`config.mk`:
```
export PLATFORM = sky130hd
export DESIGN_NAME = iitk_mini_mips_mdu_flat
export DESIGN_NICKNAME = d
export VERILOG_FILES = /design/src/rtl/iitk_mini_mips_mdu_pkg.sv /design/src/rtl/iitk_mini_mips_mdu_if.sv /design/src/rtl/iitk_mini_mips_mdu_cond_neg.sv /design/src/rtl/iitk_mini_mips_mdu.sv /design/src/flat_wrapper.sv
export SDC_FILE = /design/constraint.sdc
export NUM_CORES = 1
export LEC_CHECK = 0
export ABC_CLOCK_PERIOD_IN_PS = 6600
export BUFFER_PORTS_ARGS = -buffer_cell sky130_fd_sc_hd__buf_2
export CAP_MARGIN = 10
export CORE_ASPECT_RATIO = 1.5
export CORE_MARGIN = 2
export CORE_UTILIZATION = 65
export DETAILED_ROUTE_END_ITERATION = 8
export PLACE_DENSITY = 0.86
export SETUP_SLACK_MARGIN = 0.1
export SLEW_MARGIN = 20
export SYNTH_ARGS = -nofsm -noshare
export SYNTH_HDL_FRONTEND = slang
export SYNTH_SLANG_ARGS = --single-unit
```
`constraint.sdc`:
```
create_clock -name clk -period 6.6 [get_ports clk]
set_input_delay 0.66 -clock clk [delete_from_list [all_inputs] [get_ports clk]]
set_output_delay 0.66 -clock clk [all_outputs]
set_load 0.005 [all_outputs]
```
`src/rtl/iitk_mini_mips_mdu_pkg.sv`:
```
`default_nettype none
// ============================================================================
// Module      : mdu_pkg
// Description : Shared encodings for the iitk_mini_mips multiply/divide unit:
//               operation codes, FSM states and small op-decode helpers.
// Revision    : 1.0 - initial release
// ============================================================================
package mdu_pkg;

    localparam int MDU_WIDTH = 32;
    localparam int MDU_CNT_W = $clog2(MDU_WIDTH);

    typedef enum logic [1:0] {
        MDU_MULT  = 2'b00,
        MDU_MULTU = 2'b01,
        MDU_DIV   = 2'b10,
        MDU_DIVU  = 2'b11
    } mdu_op_e;

    typedef enum logic [2:0] {
        S_IDLE = 3'd0,
        S_PREP = 3'd1,
        S_CALC = 3'd2,
        S_FIX  = 3'd3,
        S_DONE = 3'd4
    } mdu_state_e;

    // Bit 1 of the op code selects divide, bit 0 selects the unsigned flavour.
    function automatic logic op_is_div(input logic [1:0] op);
        return op[1];
    endfunction

    function automatic logic op_is_signed(input logic [1:0] op);
        return ~op[0];
    endfunction

endpackage
`default_nettype wire

```
`src/rtl/iitk_mini_mips_mdu_if.sv`:
```
`default_nettype none
// ============================================================================
// Module      : iitk_mini_mips_mdu_if
// Description : Request/result bundle between the execute stage and the MDU.
// Revision    : 1.0 - initial release
// ============================================================================
interface iitk_mini_mips_mdu_if #(
    parameter int WIDTH = 32
);
    logic             start;
    logic [1:0]       op;
    logic [WIDTH-1:0] rs_val;
    logic [WIDTH-1:0] rt_val;
    logic             cancel;
    logic             busy;
    logic             done;
    logic [WIDTH-1:0] hi;
    logic [WIDTH-1:0] lo;

    modport master (
        output start, op, rs_val, rt_val, cancel,
        input  busy, done, hi, lo
    );

    modport slave (
        input  start, op, rs_val, rt_val, cancel,
        output busy, done, hi, lo
    );
endinterface
`default_nettype wire

```
`src/rtl/iitk_mini_mips_mdu_cond_neg.sv`:
```
`default_nettype none
// ============================================================================
// Module      : mdu_cond_neg
// Description : Conditional two's-complement negation (dout = neg ? -din : din).
//               Used for operand magnitude and for final result sign fix-up.
// Revision    : 1.0 - initial release
// ============================================================================
module mdu_cond_neg #(
    parameter int W = 32
) (
    input  wire logic         neg,
    input  wire logic [W-1:0] din,
    output logic      [W-1:0] dout
);

    assign dout = neg ? -din : din;

endmodule
`default_nettype wire

```
`src/rtl/iitk_mini_mips_mdu.sv`:
```
`default_nettype none
// ============================================================================
// Module      : iitk_mini_mips_mdu
// Description : Iterative multiply/divide unit producing HI/LO. Shift-add
//               multiply and restoring divide, one bit per cycle, with sign
//               handling done by magnitude conversion before and after.
// Revision    : 1.0 - initial release
// ============================================================================
module iitk_mini_mips_mdu
    import mdu_pkg::*;
#(
    parameter int WIDTH = MDU_WIDTH
) (
    input  wire logic              clk,
    input  wire logic              reset,
    iitk_mini_mips_mdu_if.slave    bus
);

    localparam int c_CNT_W = (WIDTH > 1) ? $clog2(WIDTH) : 1;

    mdu_state_e           r_state;
    mdu_state_e           w_state_nxt;
    logic                 w_busy;
    logic                 w_done;

    logic [1:0]           r_op;
    logic [2*WIDTH-1:0]   r_acc;    // multiply: {partial, multiplier}; divide: {remainder, quotient}
    logic [WIDTH-1:0]     r_opnd;   // multiplicand or divisor
    logic [c_CNT_W-1:0]   r_cnt;
    logic                 r_sign_q; // sign of product / quotient
    logic                 r_sign_r; // sign of remainder (dividend's sign)
    logic                 r_div0;
    logic [WIDTH-1:0]     r_hi;
    logic [WIDTH-1:0]     r_lo;

    logic                 w_is_div;
    logic                 w_is_signed;
    logic                 w_accept;
    logic                 w_sign_rs;
    logic                 w_sign_rt;
    logic [WIDTH-1:0]     w_abs_acc;
    logic [WIDTH-1:0]     w_abs_opnd;
    logic [WIDTH:0]       w_mul_sum;
    logic [2*WIDTH-1:0]   w_mul_nxt;
    logic [WIDTH:0]       w_div_trial;
    logic [WIDTH:0]       w_div_diff;
    logic                 w_div_ge;
    logic [2*WIDTH-1:0]   w_div_nxt;
    logic [2*WIDTH-1:0]   w_prod_fix;
    logic [WIDTH-1:0]     w_quo_fix;
    logic [WIDTH-1:0]     w_rem_fix;
    logic [WIDTH-1:0]     w_res_hi;
    logic [WIDTH-1:0]     w_res_lo;

    assign w_is_div    = op_is_div(r_op);
    assign w_is_signed = op_is_signed(r_op);
    assign w_accept    = (r_state == S_IDLE) && bus.start && !bus.cancel;

    // For multiply rs sits in r_opnd and rt in the low accumulator half;
    // for divide the roles are swapped (dividend shifts through r_acc).
    assign w_sign_rs = w_is_signed & (w_is_div ? r_acc[WIDTH-1] : r_opnd[WIDTH-1]);
    assign w_sign_rt = w_is_signed & (w_is_div ? r_opnd[WIDTH-1] : r_acc[WIDTH-1]);

    mdu_cond_neg #(.W(WIDTH)) u_abs_acc (
        .neg  (w_is_signed & r_acc[WIDTH-1]),
        .din  (r_acc[WIDTH-1:0]),
        .dout (w_abs_acc)
    );

    mdu_cond_neg #(.W(WIDTH)) u_abs_opnd (
        .neg  (w_is_signed & r_opnd[WIDTH-1]),
        .din  (r_opnd),
        .dout (w_abs_opnd)
    );

    // Shift-add step: add multiplicand when the current multiplier bit is set, then shift right.
    assign w_mul_sum = {1'b0, r_acc[2*WIDTH-1:WIDTH]} + (r_acc[0] ? {1'b0, r_opnd} : '0);
    assign w_mul_nxt = {w_mul_sum, r_acc[WIDTH-1:1]};

    // Restoring step: shift in next dividend bit, subtract divisor if it fits.
    assign w_div_trial = {r_acc[2*WIDTH-1:WIDTH], r_acc[WIDTH-1]};
    assign w_div_diff  = w_div_trial - {1'b0, r_opnd};
    assign w_div_ge    = (w_div_trial >= {1'b0, r_opnd});
    assign w_div_nxt   = w_div_ge ? {w_div_diff[WIDTH-1:0],  r_acc[WIDTH-2:0], 1'b1}
                                  : {w_div_trial[WIDTH-1:0], r_acc[WIDTH-2:0], 1'b0};

    mdu_cond_neg #(.W(2*WIDTH)) u_fix_prod (
        .neg  (r_sign_q),
        .din  (r_acc),
        .dout (w_prod_fix)
    );

    mdu_cond_neg #(.W(WIDTH)) u_fix_quo (
        .neg  (r_sign_q),
        .din  (r_acc[WIDTH-1:0]),
        .dout (w_quo_fix)
    );

    mdu_cond_neg #(.W(WIDTH)) u_fix_rem (
        .neg  (r_sign_r),
        .din  (r_acc[2*WIDTH-1:WIDTH]),
        .dout (w_rem_fix)
    );

    // Divide by zero naturally leaves |rs| as remainder (re-signed to rs); only
    // the quotient needs forcing to all ones regardless of sign.
    assign w_res_hi = w_is_div ? w_rem_fix : w_prod_fix[2*WIDTH-1:WIDTH];
    assign w_res_lo = w_is_div ? (r_div0 ? {WIDTH{1'b1}} : w_quo_fix) : w_prod_fix[WIDTH-1:0];

    // State register.
    always_ff @(posedge clk or negedge reset) begin
        if (!reset) begin
            r_state <= S_IDLE;
        end else begin
            r_state <= w_state_nxt;
        end
    end

    // Next-state and status outputs; cancel overrides every transition.
    always_comb begin
        w_state_nxt = r_state;
        w_busy      = 1'b0;
        w_done      = 1'b0;
        case (r_state)
            S_IDLE: if (bus.start) w_state_nxt = S_PREP;
            S_PREP: begin
                w_busy      = 1'b1;
                w_state_nxt = S_CALC;
            end
            S_CALC: begin
                w_busy = 1'b1;
                if (r_cnt == '0) w_state_nxt = S_FIX;
            end
            S_FIX: begin
                w_busy      = 1'b1;
                w_state_nxt = S_DONE;
            end
            S_DONE: begin
                w_busy      = 1'b1;
                w_done      = 1'b1;
                w_state_nxt = S_IDLE;
            end
            default: w_state_nxt = S_IDLE;
        endcase
        if (bus.cancel) w_state_nxt = S_IDLE;
    end

    // Datapath: latch, take magnitudes, iterate, then publish the signed result to hi/lo.
    always_ff @(posedge clk or negedge reset) begin
        if (!reset) begin
            r_op     <= '0;
            r_acc    <= '0;
            r_opnd   <= '0;
            r_cnt    <= '0;
            r_sign_q <= 1'b0;
            r_sign_r <= 1'b0;
            r_div0   <= 1'b0;
            r_hi     <= '0;
            r_lo     <= '0;
        end else begin
            case (r_state)
                S_IDLE: begin
                    if (w_accept) begin
                        r_op   <= bus.op;
                        r_acc  <= {{WIDTH{1'b0}}, (op_is_div(bus.op) ? bus.rs_val : bus.rt_val)};
                        r_opnd <= op_is_div(bus.op) ? bus.rt_val : bus.rs_val;
                    end
                end
                S_PREP: begin
                    r_acc    <= {{WIDTH{1'b0}}, w_abs_acc};
                    r_opnd   <= w_abs_opnd;
                    r_sign_q <= w_sign_rs ^ w_sign_rt;
                    r_sign_r <= w_sign_rs;
                    r_div0   <= w_is_div && (r_opnd == '0);
                    r_cnt    <= c_CNT_W'(WIDTH - 1);
                end
                S_CALC: begin
                    r_acc <= w_is_div ? w_div_nxt : w_mul_nxt;
                    if (r_cnt != '0) r_cnt <= r_cnt - c_CNT_W'(1);
                end
                S_FIX: begin
                    if (!bus.cancel) begin
                        r_hi <= w_res_hi;
                        r_lo <= w_res_lo;
                    end
                end
                default: ;
            endcase
        end
    end

    assign bus.busy = w_busy;
    assign bus.done = w_done;
    assign bus.hi   = r_hi;
    assign bus.lo   = r_lo;

endmodule
`default_nettype wire

```
`src/flat_wrapper.sv`:
```
// flat-port wrapper written by rule: the top's interface ports become plain ports
module iitk_mini_mips_mdu_flat import mdu_pkg::*;
#(
    parameter int WIDTH = MDU_WIDTH
)
  (clk, reset, bus_start, bus_op, bus_rs_val, bus_rt_val, bus_cancel, bus_busy, bus_done, bus_hi, bus_lo);
  iitk_mini_mips_mdu_if #(.WIDTH(WIDTH)) bus_i ();
  input  wire logic clk;
  input  wire logic reset;
  input wire logic [$bits(bus_i.start)-1:0] bus_start;
  input wire logic [$bits(bus_i.op)-1:0] bus_op;
  input wire logic [$bits(bus_i.rs_val)-1:0] bus_rs_val;
  input wire logic [$bits(bus_i.rt_val)-1:0] bus_rt_val;
  input wire logic [$bits(bus_i.cancel)-1:0] bus_cancel;
  output wire logic [$bits(bus_i.busy)-1:0] bus_busy;
  output wire logic [$bits(bus_i.done)-1:0] bus_done;
  output wire logic [$bits(bus_i.hi)-1:0] bus_hi;
  output wire logic [$bits(bus_i.lo)-1:0] bus_lo;
  assign bus_i.start = bus_start;
  assign bus_i.op = bus_op;
  assign bus_i.rs_val = bus_rs_val;
  assign bus_i.rt_val = bus_rt_val;
  assign bus_i.cancel = bus_cancel;
  assign bus_busy = bus_i.busy;
  assign bus_done = bus_i.done;
  assign bus_hi = bus_i.hi;
  assign bus_lo = bus_i.lo;
  iitk_mini_mips_mdu #(.WIDTH(WIDTH)) u_core (.clk(clk), .reset(reset), .bus(bus_i));
endmodule
```
* Yosys cells after proc, flatten, opt, wreduce, memory -nomap -nowiden
Index checks and enable logic that the tools add are counted.
** Cells by class
- $add $sub $neg :: 7
- $lt $le $gt $ge :: 1
- Equal/unequal tests :: 10
- Mux-type cells :: 27
- Bitwise logic cells :: 7
- Reductions and logical operators :: 19
** Operators by type and width (count)
- $mux W32 :: 11
- $mux W64 :: 4
- $pmux W64 S3 :: 1
- $neg A32 Y32 :: 3
- $neg A64 Y64 :: 1
- $pmux W32 S2 :: 1
- $add A32 B32 Y33 :: 1
- $ge A33 B32 Y1 :: 1
- $logic_not A32 Y1 :: 1
- $sub A32 B32 Y32 :: 1
- $pmux W3 S4 :: 1
- $pmux W5 S2 :: 1
- $reduce_and A2 Y1 :: 5
- $mux W3 :: 3
- $eq A3 B2 Y1 const B :: 2
- $reduce_and A3 Y1 :: 2
- $logic_not A5 Y1 :: 1
- $mux W5 :: 1
- $reduce_bool A5 Y1 :: 1
- $sub A5 B1 Y5 const B :: 1
- $and A1 B1 Y1 :: 4
- $mux W1 :: 4
- $ne A2 B1 Y1 const B :: 2
- $ne A2 B2 Y1 const B :: 2
- 12 further kinds :: 16
** Storage, ports and cells
- Flip-flop bits (word level) :: 173
- Bits of input ports :: 70
- Output and inout bits :: 66
- Word-level logic and storage cells :: 82

* Logic depth before layout (Yosys ltp)
- Depth in word-level cells :: 5
- Gate-level depth with buffers :: 16
- Gate-level depth less buffers :: 14

* By module
From an unflattened synthesis, not the netlist that was laid out.
** Unflattened totals
- Cell total of the unflattened synthesis :: 2150
- Area total of the unflattened synthesis :: 17324.1 um^2
** Modules (own cells, without submodules)
- iitk_mini_mips_mdu :: instances 1, cells each 1520, area an instance 12802.3 um^2, seq. area each 4329.2 um^2
- mdu_cond_neg at u_core.u_abs_acc ... :: instances 4, cells each 108, area an instance 767.0 um^2, seq. area each 0.0 um^2
- mdu_cond_neg at u_core.u_fix_prod :: instances 1, cells each 198, area an instance 1453.9 um^2, seq. area each 0.0 um^2

* Worst setup path after synthesis
OpenSTA, ideal clock, no wires.
- Path kind :: register to register
- Start :: reg u_core.r_acc[0]
- End :: reg u_core.r_acc[61]
- Setup time :: 69 ps
- Arrival :: 3301 ps
- Data required time :: 6531 ps
- Path slack :: 3230 ps
- Cell stages (with the launch flop) :: 17
- Buffers on the path :: 2
- Period minus slack after synthesis :: 3370 ps
- Cell sequence :: dfrtp_1 clkbuf_1 clkinv_1 clkbuf_1 nor2_1 ha_1 inv_1 fa_1 nor2b_1 o31ai_1 o2bb2ai_1 a32oi_1 o311ai_0 a21oi_1 o211ai_1 a211o_1 nand3_1
** On the way
- Word-level cells in the longest chain between the ends :: 4
** Ends and longest elaborated chain
- from (decl) :: RTL line iitk_mini_mips_mdu.sv:27 : logic [2*WIDTH-1:0] r_acc;
- from (signal assigned) :: RTL line iitk_mini_mips_mdu.sv:165 : r_acc <= {{WIDTH{1'b0}}, (op_is_div(bus.op) ? bus.rs_val : bus.rt_val)};
- from (signal assigned) :: RTL line iitk_mini_mips_mdu.sv:170 : r_acc <= {{WIDTH{1'b0}}, w_abs_acc};
- from (signal assigned) :: RTL line iitk_mini_mips_mdu.sv:178 : r_acc <= w_is_div ? w_div_nxt : w_mul_nxt;
- $mux W32 :: RTL line iitk_mini_mips_mdu.sv:77 : assign w_mul_sum = {1'b0, r_acc[2*WIDTH-1:WIDTH]} + (r_acc[0] ? {1'b0, r_opnd} : '0);
- $add A32 B32 Y33 :: RTL line iitk_mini_mips_mdu.sv:77
- $mux W64 :: RTL line iitk_mini_mips_mdu.sv:178
- $pmux W64 S3 :: RTL line iitk_mini_mips_mdu.sv:161 : case (r_state)
Every way passes these cells.
A chain may end at the register's enable or synchronous reset.

* Final worst setup path
- Start :: reg u_core.r_acc[0]
- End :: reg u_core.r_acc[63]
The elaborated chain is that of the path after synthesis.

==> flow_summary.ini <==
[run_status]
outcome = finished, final reports clean

[floorplanning]
start_util_pct = 66.3
die_y_um = 187
dieArea_um2 = 23500
io_pins = 136
core-area_um2 = 21800
std_cell_rows = 66
chipWidth_um = 126

[route]
finalWirelength_um = 47400
drt-initial-drc-count = 1579
antenna_left = 0
viasPerCell = 6.81
wire_per_inst_um = 21.8
drcViolationCount = 0
dr.pass1.iters = 5
vias = 14800

[clocking]
clkSlewWorstSetupHoldPaths_ns = 0.07
numCtsBuffers = 17
cts_tree = yes
postCtsSetupRepairBufs = 0
postCtsHoldBufs = 0
clk_latency_ns = 0.45
numClockSinks = 173
cts_resized = 0
clockBufferDepth = 2
ctsRootBufferMaster = clkbuf_16
cts_max_level = 4

[power_and_ir_drop]
ir_drop_mv = 0.298
leakagePower_nw = 7.17
power.density_nw_per_um2 = 501

[setup_path]
crit_type = reg2reg
worstPathArrival_ns = 4.54
crit_fanout = 32
worstReg2RegStart = u_core.r_acc[0]$_DFFE_PN0P_
cp-end-kind = flop
reg2reg_depth = 12
crit_required_ns = 6.92
r2r_slack_ns = 2.39
start_kind = flop
rr_endpoint = u_core.r_acc[63]$_DFFE_PN0P_

[synth]
synthArstFlopShare_pct = 100
syn-num-nets = 1980
synth-main-ff-cell = dfrtp_1
postSynthCellCount = 1839
yosysSeqAreaShare_pct = 30.0
synth_top_area_cell = dfrtp_1
yosys.area_share.simple_pct = 19.3
synth_warnings = 0
synth_area_um2 = 14500
avgSynthCellArea_um2 = 7.86
muxShareOfSynthArea_pct = 8.05
synth_area_leaders = dfrtp_1 (30%), mux2i_1 (6.6%), a21oi_1 (6.5%)
synth-seq-cells = 173
synth_edf_count = 0
synth-xor-area-share_pct = 6.67
ys_types = 82
synth_top_family_by_area = compound AO/OA/AOI/OAI gates
synth.top_cell.area_share_pct = 30.0
synth_fa_ha_area_share_pct = 6.25
synth_compound_area_share_pct = 24.8

[place]
placed_area_um2 = 15200
dp_hpwl_um = 34700
io_buffers = 135
place.gp.congestion = 0.974

[hold_path]
hp-class = in2async

[final_layout]
drive_gt1_share_pct = 12.1
fin_nets = 2032
register_area_um2 = 4330
synthToLayoutAreaGrowth_pct = 8.90
n_fill_cell = 1761
finalInstanceArea_um2 = 15700
antenna_cells = 0
multi_input_area_um2 = 9430

[timing]
setup_violations = 0
post-route-period-util_pct = 63.8
drv_slew = 0
tightest_slew_ns = 1.05
setup_tns_ns = 0
max_slew_margin_pct = 30.0
min_period_ns = 4.21
finalHoldViolations = 0
fmax_mhz = 237
holdWs_ns = 0.198
fin_skew_ns = 0.00795
rsz0062_at_grt = false

[global_route]
grt_pass1_wl_um = 75100
antenna_found_initial = 0
grt_max_degree = 87
grt_overflow = 0
grt_pass1_vias = 14400
grt_usage_pct = 39.9

[flow_run]
maxCapViolCount = 0
## worst max-delay path, stage by stage (launching register included)
cell and delay (ns):
dfrtp_1 0.47, clkinv_1 0.11, buf_4 0.37, nor2_1 0.10, ha_1 0.24, o31ai_1 0.54
o2bb2ai_1 0.30, a32oi_1 0.30, o311ai_0 0.81, a21oi_1 0.28, o2111ai_1 0.31, a32o_1 0.15
o21ai_0 0.09
## cells in the mapped netlist, drive strengths merged (5+ instances only)
library cell  instances
a22oi                15
o21bai                9
xor2                 49
nor4                 18
a32oi                 6
nand4                15
xnor2                61
a31oi                14
or4                  11
a211oi               16
a21o                 28
o221ai                5
nor2                164
nor2b                12
nor3                 54
buf                  14
a21oi               188
nand2               185
or3                  28
a211o                 6
inv                  66
mux2                 18
nand3                50
and2                  8
o22ai                42
o21a                 13
mux2i                96
o21ai               182
dfrtp               173
o211ai               10
ha                   69
nand2b               12
o31ai                13
clkbuf              106
and3                 10
## where the power goes
part	total [mW]	switching (mW)	internal (mW)
registers	2.20	0.704	1.50
clock network	1.02	0.477	0.542
logic	4.67	2.83	1.84
total	7.89	4.01	3.88
## per-layer routing
layer  track usage, %  share of wire [%]  vias up
li1                 -                  -     6773
met1             46.2                 37     7047
met2             67.9                 49      803
met3             5.79                6.7      186
met4             27.0                7.5        0
met5                0                  0        -
## registers in the layout, indices dropped and copies added (netlist names), 2 cells and up
name,count
u_core.r_opnd,32
u_core.bus.lo,32
u_core.r_cnt,5
u_core.r_op,2
u_core.r_state,3
u_core.r_acc,64
u_core.bus.hi,32
## through the flow
step / cells / util, % / setup slack (ns) / total power [mW]
final: 2176 / 72.2 / 2.39 / 7.89
after global routing: 2176 / 72.2 / 2.27 / 8.45
after CTS: 2176 / 72.2 / 2.51 / 7.77
after detailed placement: 2144 / 69.6 / 2.54 / 6.74
after global placement: 2144 / 69.6 / 2.51 / 6.65
after floorplan: 1839 / - / 3.23 / 5.38
## layout make-up
type	count	share of cell area (%)
Clock buffer	20	2.90
Sequential cell	173	27.5
Timing Repair Buffer	153	5.21
Clock inverter	12	0.708
Tap cell	272	2.16
Inverter	67	1.60
Multi-Input combinational cell	1479	59.9
## placed cells by master (no fill, tap or decap), types with 5 or more instances in the layout
cell type and instances:
a211o_1 6, a211oi_1 14, a21o_1 28, a21oi_1 186, a22oi_1 15, a31oi_1 14
a32oi_1 6, and2_1 8, and3_1 9, buf_2 133, buf_4 19, clkbuf_16 17
dfrtp_1 172, ha_1 69, inv_1 65, mux2_2 18, mux2i_1 96, nand2_1 184
nand2b_1 12, nand3_1 48, nand4_1 15, nor2_1 163, nor2b_1 12, nor3_1 52
nor4_1 16, o211ai_1 10, o21a_1 13, o21ai_0 177, o21ai_1 5, o21bai_1 9
o221ai_1 5, o22ai_1 42, o31ai_1 12, or3_1 28, or4_1 9, xnor2_1 61
xor2_1 49
## how the worst max path moves through the flow
stage,to,startpoint
2_1_floorplan,u_core.r_acc[61]$_DFFE_PN0P_,u_core.r_acc[0]$_DFFE_PN0P_
3_3_place_gp,u_core.r_acc[63]$_DFFE_PN0P_,u_core.r_acc[0]$_DFFE_PN0P_
3_5_place_dp,u_core.r_acc[63]$_DFFE_PN0P_,u_core.r_acc[0]$_DFFE_PN0P_
4_1_cts,u_core.r_acc[63]$_DFFE_PN0P_,u_core.r_acc[0]$_DFFE_PN0P_
5_1_grt,u_core.r_acc[63]$_DFFE_PN0P_,u_core.r_acc[0]$_DFFE_PN0P_
6_report,u_core.r_acc[63]$_DFFE_PN0P_,u_core.r_acc[0]$_DFFE_PN0P_
## cell families after synthesis
| family | after synthesis |
|---|---|
| AOI/OAI and AO/OA | 596 |
| and+or+nand+nor | 588 |
| buffers and inverters | 187 |
| DFF | 173 |
| muxes | 114 |
| xor gates and xnor gates | 110 |
| adders and majority gates | 71 |
(Power assumes the default switching activity.)
